--- config.mk ---
export PLATFORM = sky130hd
export DESIGN_NAME = nx_rbus_target_flat
export DESIGN_NICKNAME = d
export VERILOG_FILES = /design/src/rtl/nx_rbus_target_pkg.sv /design/src/rtl/nx_rbus_target_if.sv /design/src/rtl/nx_rbus_target_regs.sv /design/src/rtl/nx_rbus_target.sv /design/src/flat_wrapper.sv
export SDC_FILE = /design/constraint.sdc
export NUM_CORES = 1
export LEC_CHECK = 0
export CAP_MARGIN = 20
export CELL_PAD_IN_SITES_DETAIL_PLACEMENT = 0
export CELL_PAD_IN_SITES_GLOBAL_PLACEMENT = 1
export CORE_UTILIZATION = 35
export CTS_BUF_LIST = sky130_fd_sc_hd__clkbuf_2 sky130_fd_sc_hd__clkbuf_4 sky130_fd_sc_hd__clkbuf_8
export DETAILED_ROUTE_END_ITERATION = 8
export PLACE_DENSITY = 0.82
export SLEW_MARGIN = 20
export SYNTH_ARGS = -nofsm -noshare
export SYNTH_HDL_FRONTEND = slang
export SYNTH_SLANG_ARGS = --single-unit
--- constraint.sdc ---
create_clock -name clk -period 2.35 [get_ports clk]
set_clock_uncertainty 0.05 [all_clocks]
set_input_delay 0.235 -clock clk [delete_from_list [all_inputs] [get_ports clk]]
set_output_delay 0.235 -clock clk [all_outputs]
set_load 0.02 [all_outputs]
--- src/rtl/nx_rbus_target_pkg.sv ---
// Shared constants for the rrb block-side target: state encoding, local
// register offsets and the timeout read-data marker.
package nx_rbus_target_pkg;

    typedef logic [1:0] state_t;

    localparam state_t ST_IDLE = 2'd0;
    localparam state_t ST_FWD  = 2'd1;
    localparam state_t ST_TMO  = 2'd2;

    localparam logic [15:0] ADDR_ID        = 16'h0000;
    localparam logic [15:0] ADDR_SCRATCH   = 16'h0004;
    localparam logic [15:0] ADDR_INTR_STAT = 16'h0008;
    localparam logic [15:0] ADDR_INTR_MASK = 16'h000C;
    localparam logic [15:0] FWD_BASE       = 16'h0100;

    localparam logic [31:0] TMO_RDATA = 32'hDEAD_DEAD;

endpackage

--- src/rtl/nx_rbus_target_if.sv ---
// Bus bundle between the rrb master and the block target, including the
// user-side register port and the interrupt/ECC sideband.
interface nx_rbus_target_if;
    logic [15:0] rrb_blk_addr;
    logic        rrb_blk_rd_stb;
    logic        rrb_blk_wr_stb;
    logic [31:0] rrb_blk_wr_data;
    logic        blk_rrb_ack;
    logic        blk_rrb_err_ack;
    logic [31:0] blk_rrb_rd_data;
    logic        blk_rrb_intr;
    logic        blk_rrb_ecc_error;
    logic [7:0]  intr_set;
    logic        usr_ecc_err;
    logic [15:0] blk_usr_addr;
    logic        blk_usr_rd;
    logic        blk_usr_wr;
    logic [31:0] blk_usr_wdata;
    logic        usr_blk_ack;
    logic        usr_blk_err;
    logic [31:0] usr_blk_rdata;

    modport slave (
        input  rrb_blk_addr, rrb_blk_rd_stb, rrb_blk_wr_stb, rrb_blk_wr_data,
        input  intr_set, usr_ecc_err, usr_blk_ack, usr_blk_err, usr_blk_rdata,
        output blk_rrb_ack, blk_rrb_err_ack, blk_rrb_rd_data, blk_rrb_intr,
        output blk_rrb_ecc_error, blk_usr_addr, blk_usr_rd, blk_usr_wr, blk_usr_wdata
    );

    modport master (
        output rrb_blk_addr, rrb_blk_rd_stb, rrb_blk_wr_stb, rrb_blk_wr_data,
        output intr_set, usr_ecc_err, usr_blk_ack, usr_blk_err, usr_blk_rdata,
        input  blk_rrb_ack, blk_rrb_err_ack, blk_rrb_rd_data, blk_rrb_intr,
        input  blk_rrb_ecc_error, blk_usr_addr, blk_usr_rd, blk_usr_wr, blk_usr_wdata
    );
endinterface

--- src/rtl/nx_rbus_target_regs.sv ---
// Local register file: ID, SCRATCH, W1C interrupt status with set pulses,
// interrupt mask, combinational read mux and registered interrupt level.
module nx_rbus_target_regs
    import nx_rbus_target_pkg::*;
#(
    parameter logic [31:0] BLK_ID = 32'h0000_0000
) (
    input  logic        clk,
    input  logic        rst_n,
    input  logic        i_wr,
    input  logic [7:0]  i_offs,
    input  logic [31:0] i_wdata,
    input  logic [7:0]  i_intr_set,
    output logic [31:0] o_rdata,
    output logic        o_intr
);

    logic [31:0] r_scratch;
    logic [7:0]  r_stat;
    logic [7:0]  r_mask;
    logic        r_intr;
    logic [7:0]  w_stat_clr;

    assign w_stat_clr = (i_wr && (i_offs == ADDR_INTR_STAT[7:0])) ? i_wdata[7:0] : 8'h00;

    always_ff @(posedge clk) begin
        if (!rst_n) begin
            r_scratch <= 32'h0;
            r_stat    <= 8'h00;
            r_mask    <= 8'h00;
            r_intr    <= 1'b0;
        end else begin
            if (i_wr && (i_offs == ADDR_SCRATCH[7:0]))
                r_scratch <= i_wdata;
            if (i_wr && (i_offs == ADDR_INTR_MASK[7:0]))
                r_mask <= i_wdata[7:0];
            // OR-ing the set pulses after the clear lets a same-cycle set win.
            r_stat <= (r_stat & ~w_stat_clr) | i_intr_set;
            r_intr <= |(r_stat & r_mask);
        end
    end

    always_comb begin
        o_rdata = 32'h0;
        case (i_offs)
            ADDR_ID[7:0]:        o_rdata = BLK_ID;
            ADDR_SCRATCH[7:0]:   o_rdata = r_scratch;
            ADDR_INTR_STAT[7:0]: o_rdata = {24'h0, r_stat};
            ADDR_INTR_MASK[7:0]: o_rdata = {24'h0, r_mask};
            default:             o_rdata = 32'h0;
        endcase
    end

    assign o_intr = r_intr;

endmodule

--- src/rtl/nx_rbus_target.sv ---
// rrb block target: strobe decode, local/forward dispatch, user-port timeout
// FSM and registered single-pulse responses.
module nx_rbus_target
    import nx_rbus_target_pkg::*;
#(
    parameter logic [31:0] BLK_ID  = 32'h0000_0000,
    parameter int          TIMEOUT = 64
) (
    input  logic              clk,
    input  logic              rst_n,
    nx_rbus_target_if.slave   bus
);

    state_t      r_state;
    logic [15:0] r_cnt;
    logic        r_ack;
    logic        r_err;
    logic [31:0] r_rdata;
    logic        r_ecc;
    logic [15:0] r_usr_addr;
    logic [31:0] r_usr_wdata;
    logic        r_usr_rd;
    logic        r_usr_wr;

    logic        w_stb;
    logic        w_fwd;
    logic        w_local_ok;
    logic        w_err;
    logic        w_reg_wr;
    logic [31:0] w_reg_rdata;
    logic        w_intr;

    assign w_stb = bus.rrb_blk_rd_stb | bus.rrb_blk_wr_stb;
    assign w_fwd = (bus.rrb_blk_addr >= FWD_BASE);

    assign w_local_ok = ((bus.rrb_blk_addr == ADDR_ID) && !bus.rrb_blk_wr_stb)
                      || (bus.rrb_blk_addr == ADDR_SCRATCH)
                      || (bus.rrb_blk_addr == ADDR_INTR_STAT)
                      || (bus.rrb_blk_addr == ADDR_INTR_MASK);

    assign w_err = (bus.rrb_blk_rd_stb & bus.rrb_blk_wr_stb)
                 | (bus.rrb_blk_addr[1:0] != 2'b00)
                 | (!w_fwd && !w_local_ok);

    // Register writes only happen for accepted, error-free local accesses.
    assign w_reg_wr = (r_state == ST_IDLE) && bus.rrb_blk_wr_stb && !w_err && !w_fwd;

    nx_rbus_target_regs #(
        .BLK_ID (BLK_ID)
    ) u_regs (
        .clk        (clk),
        .rst_n      (rst_n),
        .i_wr       (w_reg_wr),
        .i_offs     (bus.rrb_blk_addr[7:0]),
        .i_wdata    (bus.rrb_blk_wr_data),
        .i_intr_set (bus.intr_set),
        .o_rdata    (w_reg_rdata),
        .o_intr     (w_intr)
    );

    always_ff @(posedge clk) begin
        if (!rst_n) begin
            r_state     <= ST_IDLE;
            r_cnt       <= 16'h0;
            r_ack       <= 1'b0;
            r_err       <= 1'b0;
            r_rdata     <= 32'h0;
            r_ecc       <= 1'b0;
            r_usr_addr  <= 16'h0;
            r_usr_wdata <= 32'h0;
            r_usr_rd    <= 1'b0;
            r_usr_wr    <= 1'b0;
        end else begin
            r_ack    <= 1'b0;
            r_err    <= 1'b0;
            r_rdata  <= 32'h0;
            r_usr_rd <= 1'b0;
            r_usr_wr <= 1'b0;
            r_ecc    <= bus.usr_ecc_err;
            case (r_state)
                ST_IDLE: begin
                    if (w_stb) begin
                        if (w_err) begin
                            r_err <= 1'b1;
                        end else if (w_fwd) begin
                            r_usr_addr  <= bus.rrb_blk_addr;
                            r_usr_wdata <= bus.rrb_blk_wr_data;
                            r_usr_rd    <= bus.rrb_blk_rd_stb;
                            r_usr_wr    <= bus.rrb_blk_wr_stb;
                            r_cnt       <= 16'(TIMEOUT - 1);
                            r_state     <= ST_FWD;
                        end else begin
                            r_ack   <= 1'b1;
                            r_rdata <= bus.rrb_blk_rd_stb ? w_reg_rdata : 32'h0;
                        end
                    end
                end
                ST_FWD: begin
                    if (bus.usr_blk_err) begin
                        r_err   <= 1'b1;
                        r_rdata <= bus.usr_blk_rdata;
                        r_state <= ST_IDLE;
                    end else if (bus.usr_blk_ack) begin
                        r_ack   <= 1'b1;
                        r_rdata <= bus.usr_blk_rdata;
                        r_state <= ST_IDLE;
                    end else begin
                        // Leaving one count early lands err_ack exactly TIMEOUT
                        // cycles after the forwarded pulse.
                        r_cnt <= r_cnt - 16'd1;
                        if (r_cnt == 16'd1)
                            r_state <= ST_TMO;
                    end
                end
                ST_TMO: begin
                    r_err   <= 1'b1;
                    r_rdata <= TMO_RDATA;
                    r_state <= ST_IDLE;
                end
                default: r_state <= ST_IDLE;
            endcase
        end
    end

    assign bus.blk_rrb_ack       = r_ack;
    assign bus.blk_rrb_err_ack   = r_err;
    assign bus.blk_rrb_rd_data   = r_rdata;
    assign bus.blk_rrb_intr      = w_intr;
    assign bus.blk_rrb_ecc_error = r_ecc;
    assign bus.blk_usr_addr      = r_usr_addr;
    assign bus.blk_usr_wdata     = r_usr_wdata;
    assign bus.blk_usr_rd        = r_usr_rd;
    assign bus.blk_usr_wr        = r_usr_wr;

endmodule
--- src/flat_wrapper.sv ---
// flat-port wrapper written by rule: the top's interface ports become plain ports
module nx_rbus_target_flat import nx_rbus_target_pkg::*;
#(
    parameter logic [31:0] BLK_ID  = 32'h0000_0000,
    parameter int          TIMEOUT = 64
)
  (clk, rst_n, bus_rrb_blk_addr, bus_rrb_blk_rd_stb, bus_rrb_blk_wr_stb, bus_rrb_blk_wr_data, bus_intr_set, bus_usr_ecc_err, bus_usr_blk_ack, bus_usr_blk_err, bus_usr_blk_rdata, bus_blk_rrb_ack, bus_blk_rrb_err_ack, bus_blk_rrb_rd_data, bus_blk_rrb_intr, bus_blk_rrb_ecc_error, bus_blk_usr_addr, bus_blk_usr_rd, bus_blk_usr_wr, bus_blk_usr_wdata);
  nx_rbus_target_if bus_i ();
  input  logic clk;
  input  logic rst_n;
  input wire logic [$bits(bus_i.rrb_blk_addr)-1:0] bus_rrb_blk_addr;
  input wire logic [$bits(bus_i.rrb_blk_rd_stb)-1:0] bus_rrb_blk_rd_stb;
  input wire logic [$bits(bus_i.rrb_blk_wr_stb)-1:0] bus_rrb_blk_wr_stb;
  input wire logic [$bits(bus_i.rrb_blk_wr_data)-1:0] bus_rrb_blk_wr_data;
  input wire logic [$bits(bus_i.intr_set)-1:0] bus_intr_set;
  input wire logic [$bits(bus_i.usr_ecc_err)-1:0] bus_usr_ecc_err;
  input wire logic [$bits(bus_i.usr_blk_ack)-1:0] bus_usr_blk_ack;
  input wire logic [$bits(bus_i.usr_blk_err)-1:0] bus_usr_blk_err;
  input wire logic [$bits(bus_i.usr_blk_rdata)-1:0] bus_usr_blk_rdata;
  output wire logic [$bits(bus_i.blk_rrb_ack)-1:0] bus_blk_rrb_ack;
  output wire logic [$bits(bus_i.blk_rrb_err_ack)-1:0] bus_blk_rrb_err_ack;
  output wire logic [$bits(bus_i.blk_rrb_rd_data)-1:0] bus_blk_rrb_rd_data;
  output wire logic [$bits(bus_i.blk_rrb_intr)-1:0] bus_blk_rrb_intr;
  output wire logic [$bits(bus_i.blk_rrb_ecc_error)-1:0] bus_blk_rrb_ecc_error;
  output wire logic [$bits(bus_i.blk_usr_addr)-1:0] bus_blk_usr_addr;
  output wire logic [$bits(bus_i.blk_usr_rd)-1:0] bus_blk_usr_rd;
  output wire logic [$bits(bus_i.blk_usr_wr)-1:0] bus_blk_usr_wr;
  output wire logic [$bits(bus_i.blk_usr_wdata)-1:0] bus_blk_usr_wdata;
  assign bus_i.rrb_blk_addr = bus_rrb_blk_addr;
  assign bus_i.rrb_blk_rd_stb = bus_rrb_blk_rd_stb;
  assign bus_i.rrb_blk_wr_stb = bus_rrb_blk_wr_stb;
  assign bus_i.rrb_blk_wr_data = bus_rrb_blk_wr_data;
  assign bus_i.intr_set = bus_intr_set;
  assign bus_i.usr_ecc_err = bus_usr_ecc_err;
  assign bus_i.usr_blk_ack = bus_usr_blk_ack;
  assign bus_i.usr_blk_err = bus_usr_blk_err;
  assign bus_i.usr_blk_rdata = bus_usr_blk_rdata;
  assign bus_blk_rrb_ack = bus_i.blk_rrb_ack;
  assign bus_blk_rrb_err_ack = bus_i.blk_rrb_err_ack;
  assign bus_blk_rrb_rd_data = bus_i.blk_rrb_rd_data;
  assign bus_blk_rrb_intr = bus_i.blk_rrb_intr;
  assign bus_blk_rrb_ecc_error = bus_i.blk_rrb_ecc_error;
  assign bus_blk_usr_addr = bus_i.blk_usr_addr;
  assign bus_blk_usr_rd = bus_i.blk_usr_rd;
  assign bus_blk_usr_wr = bus_i.blk_usr_wr;
  assign bus_blk_usr_wdata = bus_i.blk_usr_wdata;
  nx_rbus_target #(.BLK_ID(BLK_ID), .TIMEOUT(TIMEOUT)) u_core (.clk(clk), .rst_n(rst_n), .bus(bus_i));
endmodule
# [Word level (Yosys, flattened, before mapping)]
# Index checks and enable logic that the tools add are counted.
[word_totals] regBits=152 input_bits=95 output_inout_bits=86 wordCells=100
[classes] add_sub_neg=1 n_lt_le_gt_ge=1 n_eq_ne=15 mux=32 n_bitwise=13 n_reduce_logical=24
[op_table] operator="$mux 32" count=6
[op_table] operator="$pmux 32 s3" count=2
[op_table] operator="$mux 16" count=5
[op_table] operator="$eq 16x4->1 const B" count=2
[op_table] operator="$pmux 16 s2" count=1
[op_table] operator="$and 8x8->8" count=2
[op_table] operator="$eq 16x1->1 const B" count=1
[op_table] operator="$eq 16x3->1 const B" count=1
[op_table] operator="$eq 8x4->1 const B" count=2
[op_table] operator="$ge 16x9->1 const B" count=1
[op_table] operator="$logic_not 16->1" count=1
[op_table] operator="$sub 16x1->16 const B" count=1
[op_table] operator="$mux 2" count=6
[op_table] operator="$eq 8x3->1 const B" count=1
[op_table] operator="$logic_and 1x1->1" count=8
[op_table] operator="$mux 1" count=8
[op_table] operator="$mux 8" count=1
[op_table] operator="$not 8->8" count=1
[op_table] operator="$or 8x8->8" count=1
[op_table] operator="$reduce_and 4->1" count=2
[op_table] operator="$reduce_or 8->1" count=1
[op_table] operator="$ne 2x2->1 const B" count=3
[op_table] operator="$reduce_and 6->1" count=1
[op_table] operator="$not 1->1" count=5
[op_table] operator="14 further kinds" count=23

# [Depth between registers and ports, before layout]
[depth] word_depth=16 mapped_depth=8 mapped_depth_nobuf=6

# [By module]
# Synthesis repeated with hierarchy kept, for this count alone.
[hier_totals] hier_cells=750 hier_area_um2=6309.8
[by_module_without_submodules] module="nx_rbus_target" instances=1 cells_per_inst=480 area_each_um2=3953.8 seq_area_each_um2=2062.0
[by_module_without_submodules] module="nx_rbus_target_regs" instances=1 cells_per_inst=270 area_each_um2=2356.0 seq_area_each_um2=980.9

# [Least setup slack after synthesis]
# No wires, ideal clock.
[synth_path] kind="reg-to-reg" start="reg u_core.r_state[0]" end="reg u_core.r_cnt[13]" setup_ns=0.072 arrival_time_ns=1.778 required_time_ns=2.228 setup_slack_ns=0.450 stages_incl_launch_ff=7 path_buffers=2 period_less_slack_ns=1.900 cell_sequence="dfxtp_1 > buf_6 > or4_4 > a221o_1 > buf_6 > a2111oi_4 > mux2i_1"
[synth_between] elab_chain_len=3 elab_cells_between_ends=10 classes_between="6 x eq/ne; 1 x mux; 3 x reduce/logical"
[synth_rtl] element="start: declaration" line="nx_rbus_target.sv:14" rtl="state_t r_state;"
[synth_rtl] element="start signal: assignment" line="nx_rbus_target.sv:63" rtl="r_state <= ST_IDLE;"
[synth_rtl] element="start signal: assignment" line="nx_rbus_target.sv:91" rtl="r_state <= ST_FWD;"
[synth_rtl] element="start signal: assignment" line="nx_rbus_target.sv:102" rtl="r_state <= ST_IDLE;"
[synth_rtl] element="$eq 2x1->1 or $logic_not 2->1 (tied branches)" line="nx_rbus_target.sv:80" rtl="case (r_state)"
[synth_rtl] element="$ne 2x2->1 (no line) (tied with other cells)"
[synth_rtl] element="$reduce_and 6->1 (no line)"
[synth_rtl] element="end signal: assignment" line="nx_rbus_target.sv:90" rtl="r_cnt <= 16'(TIMEOUT - 1);"
[synth_rtl] element="end signal: assignment" line="nx_rbus_target.sv:110" rtl="r_cnt <= r_cnt - 16'd1;"
[synth_rtl] element="end: declaration" line="nx_rbus_target.sv:15" rtl="logic [15:0] r_cnt;"
# Parallel ways exist; a longest one is shown, timed or not.
# A chain may end at the register's enable or synchronous reset.

# [Final worst setup path]
[layout_path] start="reg u_core.r_state[1]" end="reg u_core.r_cnt[10]"
# Same word-level chain as after synthesis.

==> results.py <==
metrics = {
    "worst_setup_path": {
        "worstPathArrival_ps": 2370,
        "crit_fanout": 10,
        "worstSetupPathType": "reg -> reg",
        "cp.required_ps": 2690,
        "startpoint_type": "register",
        "crit_path_end_kind": "register",
    },
    "clocking": {
        "worstSkewPairLatency_ps": 460,
        "post_cts_buffers": 0,
        "cts_hold_buf": 0,
        "cts.repair.resized": 0,
        "cts_buffer_depth": 2,
        "cts_buffers": 17,
        "cts.sinks": 152,
        "htree_levels": 4,
        "clk_pin_slew_ps": 90,
        "clock-root-buffer": "clkbuf_8",
        "cts_tree": "yes",
    },
    "synth": {
        "synth_cells": 755,
        "synthAdderAreaFrac_pct": 0.385,
        "ys_async_sr_fraction_pct": 0,
        "yosys_warnings": 0,
        "synth_cell_types": 59,
        "synth_area_per_cell_um2": 8.61,
        "synth_area_um2": 6500,
        "synth_xor_xnor_area_share_pct": 0.539,
        "synth-simple-area-share_pct": 22.2,
        "synth_nets": 852,
        "synth_compound_area_share_pct": 21.6,
        "synthMuxAreaShare_pct": 2.93,
        "yosysSeqAreaShare_pct": 46.8,
        "synthFlopType": "dfxtp_1",
        "synth_edf_count": 0,
        "ys_seq_elements": 152,
        "synth_top_family_by_area": "simple AND/OR/NAND/NOR gates",
    },
    "floorplanning": {
        "die_w_um": 138,
        "start_util_pct": 35.9,
        "rows": 49,
        "die_h_um": 138,
        "die_area_um2": 19100,
        "ios": 181,
        "coreArea_um2": 18100,
    },
    "global_route": {
        "gr-usage-met3_pct": 5.44,
        "grt_max_degree": 53,
        "antenna_found_initial": 0,
        "grt_pass1_wl_mm": 32.4,
        "grt.total_usage_pct": 21.5,
        "met2_usage_pct": 32.0,
        "grtUsageMet1_pct": 30.8,
        "top_usage_layer": "met2",
        "globalRouteOverflowTotal": 0,
        "grt_pass1_vias": 5747,
    },
    "timing": {
        "maxSlewViolCount": 0,
        "rsz0062_at_grt": "no",
        "slew_headroom_pct": 56.9,
        "clock.fmax_mhz": 493,
        "worst_pin_slew_ps": 645,
        "hold_viol_final": 0,
        "finalCritPeriodShare_pct": 86.4,
        "layout_min_cycle_time_ps": 2030,
        "final-setup-viol-count": 0,
        "holdWs_ps": 295,
    },
    "layout": {
        "antennaDiodeCount": 0,
        "fin_area_um2": 9210,
        "areaGrowthSynthToFinish_pct": 41.6,
        "nets": 1035,
        "drive_gt1_share_pct": 12.3,
        "post-route-util_pct": 50.9,
    },
    "placed_design": {
        "gp_congestion": 0.841,
        "placed_area_um2": 8770,
        "dp_hpwl_mm": 14.6,
        "io_buffer_count": 180,
    },
    "routing": {
        "ant_nets": 0,
        "drt_pre_antenna_iters": 9,
        "wl_per_cell_um": 17.4,
        "vias": 6271,
        "wirelength_mm": 20.5,
        "drc_errors": 22,
        "avgViaCountPerCell": 5.31,
        "drtIter0Drc": 401,
    },
    "hold_path": {
        "min_path_type": "in -> reg",
    },
    "power_and_ir_drop": {
        "power_density_nw_per_um2": 608,
        "p_leak_uw": 0.00338,
        "ir_drop_v": 0.000380,
    },
    "run_status": {
        "violations": "DRC",
        "status": "complete, but fails checks",
    },
    "job": {
        "cap_violations": 0,
    },
}
[layout make-up]
class / instances / area, um^2
Multi-Input combinational cell: 522 / 3120
Clock buffer: 20 / 263
Clock inverter: 12 / 174
Fill cell: 1698 / 8880
Timing Repair Buffer: 232 / 2270
Tap cell: 229 / 287
Sequential cell: 152 / 3040
Inverter: 13 / 48.8
[layout by cell type (no fill, tap or decap), types with 5 or more instances in the layout]
master / count
clkdlybuf4s50_1: 180
dfxtp_1: 152
nand2_1: 131
a21oi_1: 110
o21ai_0: 50
nand4_1: 48
buf_4: 46
nand3_1: 20
clkbuf_8: 18
nor2_1: 15
o311a_1: 12
a22oi_1: 12
inv_1: 12
or3_1: 11
mux2i_1: 10
and3_1: 9
mux2_2: 8
a31oi_1: 8
a32oi_1: 7
buf_12: 6
o41ai_1: 5
[per-stage QoR]
stage / cells / setup WS, ps / power (uW) / TNS, ps
4_1_cts: 1180 / 303 / 5650 / 0
3_5_place_dp: 1148 / -68.5 / 3450 / -172
6_report: 1180 / 321 / 5600 / 0
2_1_floorplan: 755 / 450 / 3060 / 0
5_1_grt: 1180 / 242 / 5840 / 0
3_3_place_gp: 1148 / -39.3 / 3450 / -77.2
[state kept, by name (all words and copies together) (netlist names)]
register / count
u_core.r_cnt: 16
u_core.u_regs.r_stat: 8
u_core.bus.blk_rrb_err_ack: 1
u_core.bus.blk_usr_addr: 16
u_core.u_regs.r_mask: 8
u_core.u_regs.o_intr: 1
u_core.r_state: 2
u_core.u_regs.r_scratch: 32
u_core.bus.blk_usr_wr: 1
u_core.bus.blk_usr_rd: 1
u_core.bus.blk_usr_wdata: 32
u_core.bus.blk_rrb_rd_data: 32
u_core.bus.blk_rrb_ack: 1
u_core.bus.blk_rrb_ecc_error: 1
[cell usage after synthesis, types with 10 or more instances]
cell type / n / area (um^2)
dfxtp_1: 152 / 3040
nand2_1: 131 / 492
a21oi_1: 110 / 551
o21ai_0: 50 / 250
nand4_1: 48 / 300
clkbuf_1: 44 / 165
nand3_1: 20 / 100
buf_2: 17 / 85.1
nor2_1: 15 / 56.3
a22oi_1: 12 / 90.1
inv_1: 12 / 45.0
o311a_1: 12 / 120
or3_1: 11 / 68.8
mux2i_1: 10 / 100
[kinds of logic after synthesis]
| logic type | after synthesis |
|---|---|
| mux | 18 |
| compound gates | 226 |
| fa+ha+maj | 2 |
| xor+xnor | 4 |
| simple gates | 272 |
| buf+inv | 81 |
| flops | 152 |
[path summary, 6_finish.rpt]
check | start | endpoint | slack [ps] | cells past startpoint
setup / recovery | u_core.r_state[1]$_SDFFE_PN0P_ | u_core.r_cnt[10]$_SDFFE_PN0P_ | 320 | 4
hold / removal | bus_intr_set[5] | u_core.u_regs.r_stat[5]$_SDFF_PN0_ | 300 | 3
setup reg to reg | u_core.r_state[1]$_SDFFE_PN0P_ | u_core.r_cnt[10]$_SDFFE_PN0P_ | 320 | 4
hold reg to reg | u_core.bus.blk_usr_addr[12]$_SDFFE_PN0P_ | u_core.bus.blk_usr_addr[12]$_SDFFE_PN0P_ | 410 | 2
[routing by layer]
| layer | vias to the layer above | share of wire [%] |
|---|---|---|
| li1 | 3107 | - |
| met5 | - | 0 |
| met4 | 0 | 1.2 |
| met2 | 188 | 44 |
| met3 | 16 | 6.1 |
| met1 | 2960 | 49 |
[critical path: stages, from the launching register on]
cell and delay, ps:
dfxtp_1 340, or4_4 520, a221o_2 450, a2111oi_4 400, mux2i_1 210
[power breakdown]
part           total [uW]  internal (uW)  switching, uW
combinational         720            357            363
clock                2200           1210            996
sequential           2680           2630           42.2
Power figures use the tool's default switching activity.
